## src/rtl/blood_sprite_renderer_pkg.sv

```systemverilog
// Shared definitions for the blood-splash sprite renderer: sprite geometry,
// animation timing, colour key, FSM state encoding and screen limits.
// Optional feature macro used by the renderer: BLOOD_MIRROR_EN.
package blood_sprite_renderer_pkg;

    // Sprite geometry; ROM row/col address width follows the edge size.
    localparam int SPRITE_SIZE = 64;
    localparam int SPRITE_AW   = $clog2(SPRITE_SIZE);

    // Animation timing.
    localparam int NUM_FRAMES  = 8;
    localparam int FRAME_W     = $clog2(NUM_FRAMES);
    localparam int HOLD_TICKS  = 4;
    localparam int HOLD_W      = $clog2(HOLD_TICKS);

    localparam logic [FRAME_W-1:0] FRAME_LAST = FRAME_W'(NUM_FRAMES - 1);
    localparam logic [HOLD_W-1:0]  HOLD_LAST  = HOLD_W'(HOLD_TICKS - 1);

    // Screen coordinates and colour.
    localparam int COORD_W  = 10;
    localparam int DATA_W   = 12;
    localparam int H_ACTIVE = 640;
    localparam int V_ACTIVE = 480;

    // ROM colour treated as see-through.
    localparam logic [DATA_W-1:0] TRANSPARENT = 12'h000;

    typedef enum logic {
        ST_IDLE = 1'b0,
        ST_PLAY = 1'b1
    } anim_state_t;

    // True when coord lies in [base, base+SPRITE_SIZE). Evaluated one bit wider
    // than the coordinate so a sprite placed near 1023 does not wrap to column 0.
    function automatic logic in_span(input logic [COORD_W-1:0] coord,
                                     input logic [COORD_W-1:0] base);
        logic [COORD_W:0] c_ext;
        logic [COORD_W:0] b_ext;
        c_ext = {1'b0, coord};
        b_ext = {1'b0, base};
        return (c_ext >= b_ext) && (c_ext < (b_ext + (COORD_W+1)'(SPRITE_SIZE)));
    endfunction

endpackage

```

## src/rtl/blood_sprite_renderer_anim_fsm.sv

```systemverilog
// Animation controller for the blood-splash sprite: play/idle state, hold
// counter, frame index and the screen position latched on trigger.
module blood_anim_fsm
    import blood_sprite_renderer_pkg::*;
(
    input  logic               clk,
    input  logic               reset,
    input  logic               trigger,
    input  logic               frame_tick,
    input  logic [COORD_W-1:0] trig_x,
    input  logic [COORD_W-1:0] trig_y,
    input  logic               facing,
    output logic               busy,
    output logic [FRAME_W-1:0] frame,
    output logic [COORD_W-1:0] pos_x,
    output logic [COORD_W-1:0] pos_y,
    output logic               facing_q
);

    anim_state_t        state_q, state_n;
    logic [HOLD_W-1:0]  hold_q,  hold_n;
    logic [FRAME_W-1:0] frame_q, frame_n;
    logic [COORD_W-1:0] px_q,    px_n;
    logic [COORD_W-1:0] py_q,    py_n;
    logic               face_q,  face_n;

    // State and animation registers; all cleared by reset.
    always_ff @(posedge clk) begin
        if (reset) begin
            state_q <= ST_IDLE;
            hold_q  <= '0;
            frame_q <= '0;
            px_q    <= '0;
            py_q    <= '0;
            face_q  <= 1'b0;
        end else begin
            state_q <= state_n;
            hold_q  <= hold_n;
            frame_q <= frame_n;
            px_q    <= px_n;
            py_q    <= py_n;
            face_q  <= face_n;
        end
    end

    // Next-state logic: trigger (re)starts from frame 0 and takes priority over
    // a same-cycle frame_tick; ticks advance hold, then frame, then finish.
    always_comb begin
        state_n = state_q;
        hold_n  = hold_q;
        frame_n = frame_q;
        px_n    = px_q;
        py_n    = py_q;
        face_n  = face_q;
        unique case (state_q)
            ST_IDLE: begin
                if (trigger) begin
                    state_n = ST_PLAY;
                    px_n    = trig_x;
                    py_n    = trig_y;
                    face_n  = facing;
                    frame_n = '0;
                    hold_n  = '0;
                end
            end
            ST_PLAY: begin
                if (trigger) begin
                    px_n    = trig_x;
                    py_n    = trig_y;
                    face_n  = facing;
                    frame_n = '0;
                    hold_n  = '0;
                end else if (frame_tick) begin
                    if (hold_q == HOLD_LAST) begin
                        hold_n = '0;
                        if (frame_q == FRAME_LAST) begin
                            state_n = ST_IDLE;
                            frame_n = '0;
                        end else begin
                            frame_n = frame_q + 1'b1;
                        end
                    end else begin
                        hold_n = hold_q + 1'b1;
                    end
                end
            end
            default: begin
                state_n = ST_IDLE;
            end
        endcase
    end

    assign busy     = (state_q == ST_PLAY);
    assign frame    = frame_q;
    assign pos_x    = px_q;
    assign pos_y    = py_q;
    assign facing_q = face_q;

endmodule

```

## src/rtl/blood_sprite_renderer.sv

```systemverilog
// Blood-splash sprite renderer: drives the 64x64 frame ROM address from the
// VGA pixel position, aligns the hit flag to the ROM's one-cycle latency and
// emits the colour-keyed overlay pixel two clocks after x/y.
// Optional feature macro: BLOOD_MIRROR_EN (horizontal mirroring by facing).
module blood_sprite_renderer
    import blood_sprite_renderer_pkg::*;
(
    input  logic        clk,
    input  logic        reset,
    input  logic [9:0]  x,
    input  logic [9:0]  y,
    input  logic        video_on,
    input  logic        frame_tick,
    input  logic        trigger,
    input  logic [9:0]  trig_x,
    input  logic [9:0]  trig_y,
    input  logic        facing,
    output logic [5:0]  rom_row,
    output logic [5:0]  rom_col,
    output logic [2:0]  rom_frame,
    input  logic [11:0] rom_data,
    output logic [11:0] rgb_out,
    output logic        blood_on,
    output logic        busy
);

    logic               anim_busy;
    logic [FRAME_W-1:0] anim_frame;
    logic [COORD_W-1:0] pos_x;
    logic [COORD_W-1:0] pos_y;
    logic               facing_q;

    blood_anim_fsm u_anim (
        .clk        (clk),
        .reset      (reset),
        .trigger    (trigger),
        .frame_tick (frame_tick),
        .trig_x     (trig_x),
        .trig_y     (trig_y),
        .facing     (facing),
        .busy       (anim_busy),
        .frame      (anim_frame),
        .pos_x      (pos_x),
        .pos_y      (pos_y),
        .facing_q   (facing_q)
    );

    // Keyed colour: pass opaque ROM data for an in-sprite pixel, else black.
    function automatic logic [DATA_W-1:0] key_pixel(input logic vld,
                                                    input logic [DATA_W-1:0] data);
        return (vld && (data != TRANSPARENT)) ? data : '0;
    endfunction

    // Stage p0: combinational hit test and ROM addressing from the live x/y.
    logic                 hit_p0;
    logic [SPRITE_AW-1:0] row_off_p0;
    logic [SPRITE_AW-1:0] col_off_p0;
    logic [SPRITE_AW-1:0] col_addr_p0;

    assign hit_p0 = anim_busy && in_span(x, pos_x) && in_span(y, pos_y);

    // Only the low address bits of the offsets matter; inside the window the
    // full difference is below SPRITE_SIZE, so truncated subtraction is exact.
    assign row_off_p0 = y[SPRITE_AW-1:0] - pos_y[SPRITE_AW-1:0];
    assign col_off_p0 = x[SPRITE_AW-1:0] - pos_x[SPRITE_AW-1:0];

`ifdef BLOOD_MIRROR_EN
    // SPRITE_SIZE-1-offset is the bitwise complement for a power-of-two edge.
    assign col_addr_p0 = facing_q ? ~col_off_p0 : col_off_p0;
`else
    logic unused_facing;
    assign unused_facing = facing_q;
    assign col_addr_p0   = col_off_p0;
`endif

    // Address is parked at 0 outside the sprite so idle/reset reads are stable.
    assign rom_row   = hit_p0 ? row_off_p0  : '0;
    assign rom_col   = hit_p0 ? col_addr_p0 : '0;
    assign rom_frame = anim_frame;
    assign busy      = anim_busy;

    // Stage p1: hit qualified by video_on, delayed to meet the ROM read data.
    logic vld_p1;

    always_ff @(posedge clk) begin
        if (reset) begin
            vld_p1 <= 1'b0;
        end else begin
            vld_p1 <= hit_p0 && video_on;
        end
    end

    // Stage p2: colour key against the ROM output and register the overlay.
    always_ff @(posedge clk) begin
        if (reset) begin
            blood_on <= 1'b0;
            rgb_out  <= '0;
        end else begin
            blood_on <= vld_p1 && (rom_data != TRANSPARENT);
            rgb_out  <= key_pixel(vld_p1, rom_data);
        end
    end

endmodule

```

## config.mk

```make
export PLATFORM = sky130hd
export DESIGN_NAME = blood_sprite_renderer
export DESIGN_NICKNAME = d
export VERILOG_FILES = /design/src/rtl/blood_sprite_renderer_pkg.sv /design/src/rtl/blood_sprite_renderer_anim_fsm.sv /design/src/rtl/blood_sprite_renderer.sv
export SDC_FILE = /design/constraint.sdc
export NUM_CORES = 1
export LEC_CHECK = 0
export BUFFER_PORTS_ARGS = -buffer_cell sky130_fd_sc_hd__buf_2
export CAP_MARGIN = 25
export CORE_UTILIZATION = 45
export CTS_BUF_LIST = sky130_fd_sc_hd__clkbuf_2 sky130_fd_sc_hd__clkbuf_4 sky130_fd_sc_hd__clkbuf_8
export DETAILED_ROUTE_END_ITERATION = 12
export GPL_ROUTABILITY_DRIVEN = 0
export PLACE_DENSITY = 0.69
export SYNTH_ARGS = -nofsm -noshare
export SYNTH_HDL_FRONTEND = slang
export SYNTH_SLANG_ARGS = --single-unit
```

## constraint.sdc

```tcl
create_clock -name clk -period 3.6 [get_ports clk]
set_clock_uncertainty 0.2 [all_clocks]
set_input_delay 0.54 -clock clk [delete_from_list [all_inputs] [get_ports clk]]
set_output_delay 0.54 -clock clk [all_outputs]
set_load 0.05 [all_outputs]
```

==> run metrics <==
status finished clean; CTS root buffer clkbuf_8; post-layout min period 3.39 ns; Core Region 5240 um^2; Worst-Margin Slew 0.992 ns; P_int 0.000708 W; xor/xnor share of the synthesized area 0.0315; Clk pwr share 0.298; number of flops mapped to enable cells by yosys 0; Period Utilization, post-route 0.941; DRC 0; critical path class reg2out; type of element launching the critical path flip-flop; setup repair after global routing missed its margin no; Final ANT Viol Nets 0; Syn Area/Cell 9.01 um^2; top cells by area, synth dfxtp_1 32%, ha_1 16%, mux2i_1 9.2%, inv_1 4.6%, nor2_1 3.9%; Final setup viols 0; Top FF cell, synth dfxtp_1; Vert. Die Dim 76.6 um; initial core utilization 0.478; met3 Track Usage GR 0.0395; Worst Hold Class in2reg; Max-Slew Margin vs Limit 0.334; Synth top cells by count 40 x dfxtp_1, 33 x ha_1, 31 x inv_1, 26 x nor2_1, 23 x mux2i_1; area of the multi-input gates 1550 um^2; drt pass-1 iters 4; worst setup margin 0.213 ns; initial antenna violation count 0; first-pass GRT wire length 8.77 mm; fill count 478; Adder-Cell Fraction of Synth Area 0.181; vias 2183; Area growth syn-to-layout 24.1%; Flop pwr share 0.455; post-synthesis simple-gate area fraction 0.217; postcts setup bufs 0; cell taking the most area after synthesis dfxtp_1; Die X 76.6 um; Sink Count 40; Ys Warns 0; CP endpoint kind primary output; Hold WS 0.256 ns; CTS clk-pin slew, worst paths 0.08 ns; combinational family with the most area after synthesis simple AND/OR/NAND/NOR gates; leak pwr 1.52 nW; CTS Buffer Depth 2; Fin. Hold Viols 0; number of global-route vias before repair 2058; dpl ws 0.260 ns; gr busiest metal met2; Initial DRC Count 63; Post-Syn Nets 371; number of buffers created by CTS 5; pin count of the biggest net entering global routing 29; Routed WL 5.12 mm; Mapped Cells 278; required time of the critical path 2.86 ns; Post-DP HPWL 4.09 mm; drt via density 5.02; GRT overflow 0; Final Max Tran Viols 0; Synth top area share 0.320; ant diodes 0; H-Tree Depth 2; asr flop ratio synth 0; Post-Syn Area 2500 um^2; met1 usage 0.238; Yosys reg bits 40; f_max 0.295 GHz; sw frac 0.314; Rows 26; GR Util All Layers 0.182; Worst Path Arrival 2.65 ns; placed insts 427; Seq/Total Area, Yosys 0.320; register area 801 um^2; maximum vdd drop 206 uV; Pwr per Cell Area 332 nW/um^2; MaxCap Viol Count 0; CTS resizes 0; r2r setup slk 1.20 ns; cell with the most instances after synthesis dfxtp_1; mux cell area share after synthesis 0.0919; # IOs 87; Post-Layout Cell Count 435; met2 Use GR 0.301; Clock Latency Late Sink 0.29 ns; Synth cell types 43; layout cells sized above 1 0.304; die area 5870 um^2; Gate power share 0.247; final net count 457; Port Buffers 85; crit-path max FO 6; Synth Area in Compound Gates 0.0954; # hold bufs at CTS 0; wire per inst 11.8 um; CTS tree done; NetSw 0.000324 W
==> registers in the layout, summed over array words and instances (netlist names) <==
register and cells:
blood_on 1, rgb_out 12, u_anim.busy 1, u_anim.frame 3, u_anim.hold_q 2, u_anim.pos_x 10
u_anim.pos_y 10, vld_p1 1
==> metrics by stage <==
step                 util  power [W]  setup TNS (ns)  cell area [um^2]
finish              0.593    0.00103               0              3110
global route        0.593    0.00109               0              3110
CTS                 0.592    0.00104               0              3100
detailed placement  0.575   0.000734               0              3010
global placement    0.575   0.000730               0              3010
floorplan               -   0.000654           -1.44              2500
==> final timing paths <==
| check | start | end | depth (start not counted) |
|---|---|---|---|
| max | u_anim.pos_x[6]$_SDFFE_PP0P_ | rom_row[2] | 9 |
| min | rom_data[9] | rgb_out[9]$_SDFF_PP0_ | 2 |
| max reg2reg | u_anim.pos_x[6]$_SDFFE_PP0P_ | vld_p1$_SDFF_PP0_ | 8 |
| min reg2reg | u_anim.pos_x[2]$_SDFFE_PP0P_ | u_anim.pos_x[2]$_SDFFE_PP0P_ | 2 |
==> per-layer routing <==
metal / up-vias / wire length (um)
met1: 986 / 2520
met2: 54 / 2340
met5: - / 0
met3: 5 / 223
li1: 1138 / -
met4: 0 / 41
==> worst max-delay path: stages, from the launching register on <==
cell and delay (ns):
dfxtp_1 0.43, inv_1 0.07, ha_1 0.29, nand2_1 0.05, or4_1 0.51, a21oi_1 0.16
o211ai_2 0.17, buf_4 0.22, nor3_2 0.18, buf_2 0.28
==> cells by family (layout without fill, tap and decap cells) <==
family / count (synthesis) / count (layout)
xor gates and xnor gates: 9 / 9
and+or+nand+nor: 94 / 94
DFF: 40 / 40
muxes: 23 / 23
adders and majority gates: 35 / 35
buffers and inverters: 40 / 127
AOI/OAI and AO/OA: 37 / 37
==> cell usage in the layout, fill, tap and decap left out, types with 2 or more instances in the layout <==
cell / n
a211oi_1: 2
a21oi_1: 15
and2_1: 12
buf_2: 84
buf_4: 2
clkbuf_8: 5
dfxtp_1: 40
fa_1: 2
ha_1: 33
inv_1: 31
mux2i_1: 23
nand2_1: 6
nand2b_1: 4
nand3_1: 8
nand4_1: 2
nor2_1: 26
nor2b_1: 2
nor3_1: 12
nor3_2: 9
nor4_1: 5
o21ai_0: 7
xnor2_1: 8
==> power by group through the flow <==
stage	Combinational, W	Clock (W)	Sequential [W]
finish	0.000254	0.000307	0.000469
CTS	0.000256	0.000318	0.000469
floorplan	0.000174	0	0.000481
detailed placement	0.000254	0	0.000480
global route	0.000286	0.000335	0.000472
global placement	0.000250	0	0.000479
==> cell type report <==
cell class / instances / share of cell area
clock inverter: 3 / 0.00684
sequential: 40 / 0.258
multi-input combinational: 198 / 0.499
tap: 70 / 0.0282
timing repair buffer: 88 / 0.149
clock buffer: 5 / 0.0221
inverter: 31 / 0.0374
(Power assumes the default switching activity.)
